[src/rtl/dmem_dump_ctrl.sv]
// Data-memory port owner: passes core traffic through, and on ecall/dbg_start
// freezes the core and streams dmem words 0..DUMP_WORDS-1 over valid/ready.
module dmem_dump_ctrl #(
    parameter int DATA_W     = 32,
    parameter int ADDR_W     = 16,
    parameter int DUMP_WORDS = 200
) (
    input  logic              clk,
    input  logic              rst,
    input  logic [ADDR_W-1:0] core_a,
    input  logic [DATA_W-1:0] core_wd,
    input  logic              core_we,
    output logic [DATA_W-1:0] core_rd,
    input  logic              ecall,
    input  logic              dbg_start,
    output logic [ADDR_W-1:0] mem_a,
    output logic [DATA_W-1:0] mem_wd,
    output logic              mem_we,
    input  logic [DATA_W-1:0] mem_rd,
    output logic              core_hold,
    output logic              dump_valid,
    input  logic              dump_ready,
    output logic [DATA_W-1:0] dump_data,
    output logic [ADDR_W-1:0] dump_addr,
    output logic              dump_done
);
    typedef enum logic [1:0] {IDLE, FETCH, SEND, DONE} state_t;

    // Full-width compare: with DUMP_WORDS == 2^ADDR_W this is all-ones, so ptr never wraps.
    localparam logic [ADDR_W-1:0] LAST = ADDR_W'(DUMP_WORDS - 1);

    state_t            state;
    logic [ADDR_W-1:0] ptr;

    assign core_rd = mem_rd;

    always_comb begin
        mem_a  = core_a;
        mem_wd = core_wd;
        mem_we = core_we;
        if (state != IDLE) begin
            mem_a  = ptr;
            mem_wd = '0;
            mem_we = 1'b0;
        end
    end

    always_ff @(posedge clk or posedge rst) begin
        if (rst) begin
            state      <= IDLE;
            ptr        <= '0;
            dump_data  <= '0;
            dump_addr  <= '0;
            dump_valid <= 1'b0;
            dump_done  <= 1'b0;
            core_hold  <= 1'b0;
        end else begin
            case (state)
                IDLE: begin
                    // A core write in the trigger cycle still lands: mem_we is passthrough here.
                    if (ecall || dbg_start) begin
                        state     <= FETCH;
                        ptr       <= '0;
                        core_hold <= 1'b1;
                    end
                end
                FETCH: begin
                    dump_data  <= mem_rd;
                    dump_addr  <= ptr;
                    dump_valid <= 1'b1;
                    state      <= SEND;
                end
                SEND: begin
                    if (dump_ready) begin
                        dump_valid <= 1'b0;
                        if (ptr == LAST) begin
                            state     <= DONE;
                            dump_done <= 1'b1;
                        end else begin
                            ptr   <= ptr + 1'b1;
                            state <= FETCH;
                        end
                    end
                end
                DONE: ;
                default: state <= IDLE;
            endcase
        end
    end
endmodule

[config.mk]
export PLATFORM = sky130hd
export DESIGN_NAME = dmem_dump_ctrl
export DESIGN_NICKNAME = d
export VERILOG_FILES = /design/src/rtl/dmem_dump_ctrl.sv
export SDC_FILE = /design/constraint.sdc
export NUM_CORES = 1
export LEC_CHECK = 0
export CORE_ASPECT_RATIO = 1.2
export CORE_MARGIN = 8
export CORE_UTILIZATION = 65
export CTS_BUF_LIST = sky130_fd_sc_hd__clkbuf_2 sky130_fd_sc_hd__clkbuf_4 sky130_fd_sc_hd__clkbuf_8
export CTS_CLUSTER_SIZE = 20
export DETAILED_ROUTE_END_ITERATION = 6
export DONT_BUFFER_PORTS = 1
export PLACE_DENSITY = 0.88
export SETUP_SLACK_MARGIN = 0.2
export SLEW_MARGIN = 25
export SYNTH_ARGS = -nofsm -noshare
export SYNTH_HDL_FRONTEND = slang
export SYNTH_SLANG_ARGS = --single-unit
[constraint.sdc]
create_clock -name clk -period 2.3 [get_ports clk]
set_input_delay 0.345 -clock clk [delete_from_list [all_inputs] [get_ports clk]]
set_output_delay 0.345 -clock clk [all_outputs]
set_load 0.02 [all_outputs]
* Yosys cells after proc, flatten, opt, wreduce, memory -nomap -nowiden *
Cells that the tools add are included.

word-level totals
  flip-flop bits (word level) = 69
  latch bits = 0
  memory bits (writable) = 0
  memory bits (read-only) = 0
  input port bits = 86
  output and inout bits = 132
  word-level logic and storage cells = 38
  memories = 0

operators by class
  $add $sub $neg = 1
  multiply operators = 0
  divide/modulo/power cells = 0
  order comparisons = 0
  equality and inequality tests = 6
  shift-type cells = 0
  multiplexer cells = 13
  bitwise operators = 0
  reduce and logical (&&, ||, !) cells = 11

operators by type and width
  operator                 number
  $mux W16                 4
  $mux W32                 1
  $pmux W16 S2             1
  $add A16 B1 Y16 const B  1
  $eq A16 B8 Y1 const B    1
  $mux W2                  3
  $ne A2 B2 Y1 const B     3
  $pmux W2 S3              1
  $reduce_and A3 Y1        2
  $reduce_bool A2 Y1       3
  $reduce_and A2 Y1        2
  $reduce_and A4 Y1        1
  $reduce_bool A3 Y1       1
  $eq A2 B1 Y1 const B     1
  $eq A2 B2 Y1 const B     1
  $logic_not A2 Y1         1
  $mux W1                  2
  $pmux W1 S2              1
  $logic_or A1 B1 Y1       1

* Depth between registers and ports, before layout *
Gate-level depths: netlist (run 1).

  depth after elaboration = 4
  gate-level depth with buffers = 8
  gate-level depth less buffers = 7

* Worst setup path after synthesis (run 1) *
No wires, ideal clock.

  kind = flip-flop to output port
  from = register state[0]
  to = output port mem_a[0]
  arrival = 1620 ps
  data required time = 1955 ps
  slack = 335 ps
  stages on the path, launching flop included = 6
  buffers on the path = 2
  cells stage by stage = dfrtp_1 > inv_1 > ha_1 > clkbuf_1 > buf_1 > mux2_2

between the ends
  cells in the longest elaborated chain, start to end = 2

ends and longest elaborated chain
  what                    RTL line  text
  start, declared         32        state_t state;
  start signal, assigned  50        state <= IDLE;
  start signal, assigned  62        state <= FETCH;
  start signal, assigned  71        state <= SEND;
  $reduce_bool A2 Y1      41        if (state != IDLE) begin
  $mux W16                41
  end, declared           16        output logic [ADDR_W-1:0] mem_a,

Every way passes these cells.

* Worst setup path after layout (run 1) *
  from = register state[1]
  to = output port mem_a[12]

The elaborated chain is that of the path after synthesis.

==> reports/results.txt, run 1 <==
RSZ-0062 raised after global routing: no
Area Growth Syn to Fin: 3.49%
Vias per cell: 6.48
Top Ports: 218
Post-synthesis sequential area ratio: 47.2%
# rows: 30
P_leak: 1.65 nW
Most common cell after layout, fill and taps aside: dfrtp_1
Post-synth cell types: 41
Clk slew on worst S/H paths: 80 ps
Global-route wire length before repair: 13900 um
Core ar.: 5560 um^2
Routability cong.: 0.934
Fin Setup TNS: 0 ps
Proportion of layout cells with a drive suffix above 1: 34.7%
DR vias: 2377
Fillcell total: 410
Final period util: 87.3%
Final nets: 390
CTS tree: yes
Slew margin rel.: 67.4%
WL/cell: 24.0 um
TritonRoute pass-1 iters: 4
Htree depth: 3
Slew Viols, Final: 0
Clock buffer count from CTS: 9
Final hold violation count: 0
Iteration-0 DRC Markers: 166
Max Buffers Root-to-Sink: 2
CP Cell Sequence: inv_2 -> ha_4 -> buf_12 -> mux2_2
Hold WS: 140 ps
Final setup fails: 0
VDD IR max: 0.993 mV
Initial antenna violation count: 0
HP Class: in2reg
Post-Syn Area: 3660 um^2
Most frequent cells in the layout: 68 x dfrtp_1, 63 x mux2_2, 35 x and2_1
Placed Area: 3510 um^2
Latest clock arrival within the worst-skew pair: 350 ps
Initial core utilization: 65.9%
Max-cap violation count: 0
Critical Path AT: 1660 ps
Warnings, synthesis: 0
Fin area: 3790 um^2
Final Critical Period: 2010 ps
Reg area: 1730 um^2
CP max FO: 44
Routed WL: 8810 um
Grt ovf: 0
Syn_area_per_cell: 11.3 um^2
ANT cells: 0
Syn Nets: 416
Cell at the slowest stage of the critical path: dfrtp_1
Highest clock rate: 0.498 GHz
DRC Markers: 0
Delay of the slowest critical-path stage: 420 ps
Die height: 98.2 um
Startpoint types: flop
Clock sinks: 69
Final ANT Viol Nets: 0
Status: finished clean
Number of global-route vias before repair: 2518
Setup Skew: 10.1 ps
Die area: 8300 um^2
Die X: 84.5 um
Mapped Cells: 324
Number of I/O port buffers: 0
Gr usage total: 21.0%
Worst-Margin Slew: 489 ps
Area of the multi-input gates: 1630 um^2
Largest net degree at the start of global routing: 45
Synth Register Bits: 69
Setup crit end kind: primary output
WP data required: 1960 ps
Crit path kind: reg2out
DP HPWL: 6670 um
Power Dens Cells: 1330 nW/um^2
Root buf cell: clkbuf_8
power by group:
| part | internal [W] | switching, W |
|---|---|---|
| Sequential | 0.00154 | 0.000625 |
| Combinational | 0.000831 | 0.00108 |
| Clock | 0.000503 | 0.000469 |
flip-flops by register name (all words and copies together) (netlist names):
signal / count
dump_done: 1
core_hold: 1
dump_valid: 1
dump_data: 32
dump_addr: 16
ptr: 16
state: 2
metrics by stage:
| step | utilization (%) | cells | worst slack [ps] | power (W) |
|---|---|---|---|---|
| detailed placement | 63.1 | 346 | 189 | 0.00401 |
| CTS | 67.5 | 365 | 225 | 0.00504 |
| global route | 68.2 | 367 | 215 | 0.00531 |
| global placement | 63.1 | 346 | 268 | 0.00394 |
| floorplan | - | 324 | 215 | 0.00373 |
| finish | 68.2 | 367 | 291 | 0.00505 |
cell type report:
type / instances / share of cell area, %
sequential: 69 / 45.6
multi-input combinational: 198 / 43.0
timing repair buffer: 14 / 3.50
clock buffer: 9 / 3.27
tap: 64 / 2.12
clock inverter: 7 / 1.92
inverter: 6 / 0.595
critical path, delay by kind of cell (launching register included):
family	cells	cell delay, ps
flip-flops	1	420
buffers and inverters	2	290
multiplexers	1	420
adder cells (fa/ha/maj)	1	170
timing repair:
item / CTS / global route
pin swaps: 1 / 2
hold buffers: 1 / 0
endpoints found under the hold margin: 18 / 0
setup endpoints to repair: 44 / 31
buffers inserted: 2 / 1
resized for setup: 2 / 5
cloned: 0 / 1
final timing paths:
kind                       cells past startpoint       endpoint  slack, ps  startpoint
setup / recovery                               4      mem_a[12]        290    state[1]
hold / removal                                 1  dump_data[26]        140  mem_rd[26]
setup reg to reg                               7        ptr[10]        320    state[0]
hold reg to reg                                1        ptr[11]        590     ptr[11]
max in group asynchronous                      3  dump_data[11]       1170         rst
min in group asynchronous                      2        ptr[12]        480         rst
Yosys cell counts:
library cell  instances  area [um^2]
dfrtp_1              69         1730
mux2_2               64          721
and2_1               35          219
buf_4                32          240
o21ai_0              16         80.1
nand2_1              12         45.0
clkbuf_1             10         37.5
nor2_1               10         37.5
nand3_1               7         35.0
o31ai_1               7         52.6
ha_1                  6         75.1
inv_1                 5         18.8
a31oi_1               4         25.0
buf_2                 4         20.0
nand2b_1              4         25.0
a21oi_1               3         15.0
buf_1                 3         11.3
nor4_1                3         18.8
o41ai_1               3         26.3
buf_6                 2         22.5
nand4_1               2         12.5
nand4_2               2         25.0
nor4bb_1              2         20.0
o21ai_1               2         10.0
a211o_1               1         8.76
a221oi_1              1         8.76
and3_1                1         6.26
clkbuf_2              1         5.00
clkinv_1              1         3.75
mux2i_1               1         10.0
nor3_1                1         5.00
nor4b_2               1         15.0
o2111ai_2             1         15.0
o211a_1               1         10.0
o211ai_1              1         7.51
o21a_1                1         7.51
o21bai_1              1         7.51
o2bb2ai_1             1         8.76
or2_1                 1         6.26
or2_2                 1         6.26
or4_1                 1         7.51
metal layers:
layer	vias up	share of wire [%]	GRT usage, %
met1	1153	35	21.6
met3	13	12	9.58
met5	-	0	0
met2	162	51	35.3
li1	1049	-	-
met4	0	1.4	9.89
logic make-up (layout without fill, tap and decap cells):
| family | after synthesis | count (layout) | synth area share [%] |
|---|---|---|---|
| AO/OA/AOI/OAI | 43 | 44 | 7.73 |
| adder cells (fa/ha/maj) | 6 | 6 | 2.05 |
| buffers and inverters | 58 | 36 | 9.82 |
| flip-flops | 69 | 69 | 47.2 |
| multiplexers | 65 | 65 | 20.0 |
| AND/OR/NAND/NOR | 83 | 83 | 13.2 |
(Power assumes the default switching activity.)
==> inputs of run 2 (changes only) <==
ABC_CLOCK_PERIOD_IN_PS = 2300   (was default)
==> results of run 2 <==
Final layout, timing and power as in run 1 (identical DEF).
==> inputs of run 3 (changes only) <==
GPL_TIMING_DRIVEN = 0   (was default)
==> reports/results.txt, run 3 (same netlist as run 1, synthesis figures left out) <==
Status: finished clean
Routability cong.: 0.870
Slew Viols, Final: 0
Area of the multi-input gates: 1690 um^2
Final hold violation count: 0
Startpoint types: flop
R2R Setup Slk: 300 ps
Final Critical Period: 2060 ps
Iteration-0 DRC Markers: 226
Reg area: 1730 um^2
DP HPWL: 7450 um
Final period util: 89.4%
Final ANT Viol Nets: 0
Slew margin rel.: 62.0%
Final nets: 433
Dpl cells: 389
Place WS: -68.6 ps
Most frequent cells in the layout: 68 x dfrtp_1, 48 x mux2_2, 36 x buf_4
Finished Layout Cells: 410
Number of global-route vias before repair: 2777
P_leak: 1.92 nW
Max Buffers Root-to-Sink: 2
Biggest register: dump_data
Hold WS: 138 ps
Die height: 98.2 um
Initial antenna violation count: 0
Vias per cell: 6.28
Fin Setup TNS: 0 ps
Crit path kind: reg2out
Sw Ratio: 41.3%
Global-route wire length before repair: 15200 um
Setup Skew: 10.5 ps
Largest net degree at the start of global routing: 43
Cell at the slowest stage of the critical path: dfrtp_1
Final WS setup: 244 ps
Most common cell after layout, fill and taps aside: dfrtp_1
Delay of the slowest critical-path stage: 410 ps
Setup crit end kind: primary output
CP delay by family, top: buffers and inverters
Top flop regs: dump_data (32), dump_addr (16), ptr (16)
Final core occ: 75.8%
Max-cap violation count: 0
Clock sinks: 69
Crit path to: mem_a[11]
Gr usage total: 23.0%
Reg-to-reg critical path startpoint: ptr[1]
Proportion of layout cells with a drive suffix above 1: 48.6%
Initial core utilization: 65.9%
Core ar.: 5560 um^2
HP Class: in2reg
Clk slew on worst S/H paths: 80 ps
Net switching power: 0.00230 W
ANT cells: 0
Latest clock arrival within the worst-skew pair: 350 ps
WP data required: 1960 ps
TritonRoute pass-1 iters: 4
DR vias: 2574
Clock buffer count from CTS: 9
Critical Path AT: 1710 ps
Seq pwr share: 38.9%
Highest clock rate: 0.486 GHz
Htree depth: 3
Crit. path cell count: 5
Area Growth Syn to Fin: 15.1%
Die area: 8300 um^2
Routed WL: 10000 um
CP startpoint: state[1]
Fillcell total: 360
Top Ports: 218
Buf/Inv on CP: 3
Die X: 84.5 um
Largest register FFs: 32
VDD IR max: 0.916 mV
Reg2reg end: ptr[2]
R2R depth: 6
CTS tree: yes
Power Dens Cells: 1330 nW/um^2
Internal power: 0.00328 W
CP max FO: 10
Root buf cell: clkbuf_8
CP Cell Sequence: inv_2 -> ha_1 -> buf_6 -> clkbuf_8 -> mux2_4
WL/cell: 24.4 um
Final setup fails: 0
# rows: 30
Clk network pwr share: 22.0%
Worst-Margin Slew: 570 ps
DRC Markers: 0
Grt ovf: 0
Combinational share of power: 39.0%
RSZ-0062 raised after global routing: yes
Number of I/O port buffers: 0
## run 3: cell types whose count changed in the layout (fill, tap and decap cells not counted), moves of 2 or more
| cell | previous run | this run |
|---|---|---|
| and2_1 | 35 | 9 |
| and2_2 | 0 | 26 |
| buf_1 | 0 | 2 |
| buf_2 | 0 | 4 |
| buf_4 | 11 | 36 |
| buf_6 | 0 | 3 |
| bufinv_16 | 1 | 3 |
| clkbuf_1 | 0 | 4 |
| clkbuf_2 | 0 | 5 |
| clkbuf_8 | 9 | 11 |
| clkinv_2 | 2 | 0 |
| inv_2 | 3 | 1 |
| mux2_2 | 63 | 48 |
| mux2_4 | 1 | 16 |
## run 3: cell type report
class / count / share of cell area, %
Inverter: 6 / 0.594
Clock inverter: 5 / 2.53
Multi-Input combinational cell: 197 / 40.2
Sequential cell: 69 / 41.0
Timing Repair Buffer: 6 / 1.43
Tap cell: 64 / 1.90
Buffer: 52 / 8.91
Clock buffer: 11 / 3.45
## run 3: how the worst min path moves through the flow
stage               start       endpoint  slack (ps)  depth (start not counted)
2_1_floorplan       ecall      core_hold         490                          2
3_3_place_gp        ecall      core_hold         490                          2
3_5_place_dp          rst  dump_data[11]         220                          1
4_1_cts        mem_rd[11]  dump_data[11]         130                          1
5_1_grt         mem_rd[9]   dump_data[9]         130                          1
6_report       mem_rd[14]  dump_data[14]         140                          1
## run 3: layer usage
layer  vias to the layer above  routed length, um  part of all wire [%]  track usage [%]
met2                       177               5470                    55             43.1
li1                       1128                  -                     -                -
met3                        20               1120                    11             10.9
met5                         -                  0                     0                0
met4                         0                209                   2.1             7.97
met1                      1249               3230                    32             20.8
## run 3: power by group through the flow
stage / Combinational (W) / Sequential, W / Clock, W
after floorplan: 0.00162 / 0.00210 / 0
after global placement: 0.00187 / 0.00219 / 0
after detailed placement: 0.00194 / 0.00220 / 0
after CTS: 0.00207 / 0.00218 / 0.00124
after global routing: 0.00233 / 0.00221 / 0.00128
final: 0.00218 / 0.00217 / 0.00123
## run 3: worst register-to-register path: cells and delay by family, from the launching register on
family / cells / cell delay (ps)
AND/OR/NAND/NOR: 3 / 790
flip-flops: 1 / 460
buffers and inverters: 1 / 260
adder cells (fa/ha/maj): 1 / 240
AO/OA/AOI/OAI: 1 / 120
## run 3: metrics by stage
stage	total power [W]	instance area [um^2]
final	0.00558	4210
after global routing	0.00582	4210
after CTS	0.00549	4100
after detailed placement	0.00414	3760
after global placement	0.00406	3740
after floorplan	0.00373	3660
## run 3: what timing repair did
| action | 4_1_cts | 5_1_grt |
|---|---|---|
| pin swaps | 0 | 1 |
| buffers inserted | 1 | 3 |
| setup endpoints to repair | 59 | 71 |
| gates resized for setup | 32 | 35 |
| cloned | 0 | 0 |
| hold buffers | 1 | 0 |
| endpoints found under the hold margin | 27 | 0 |
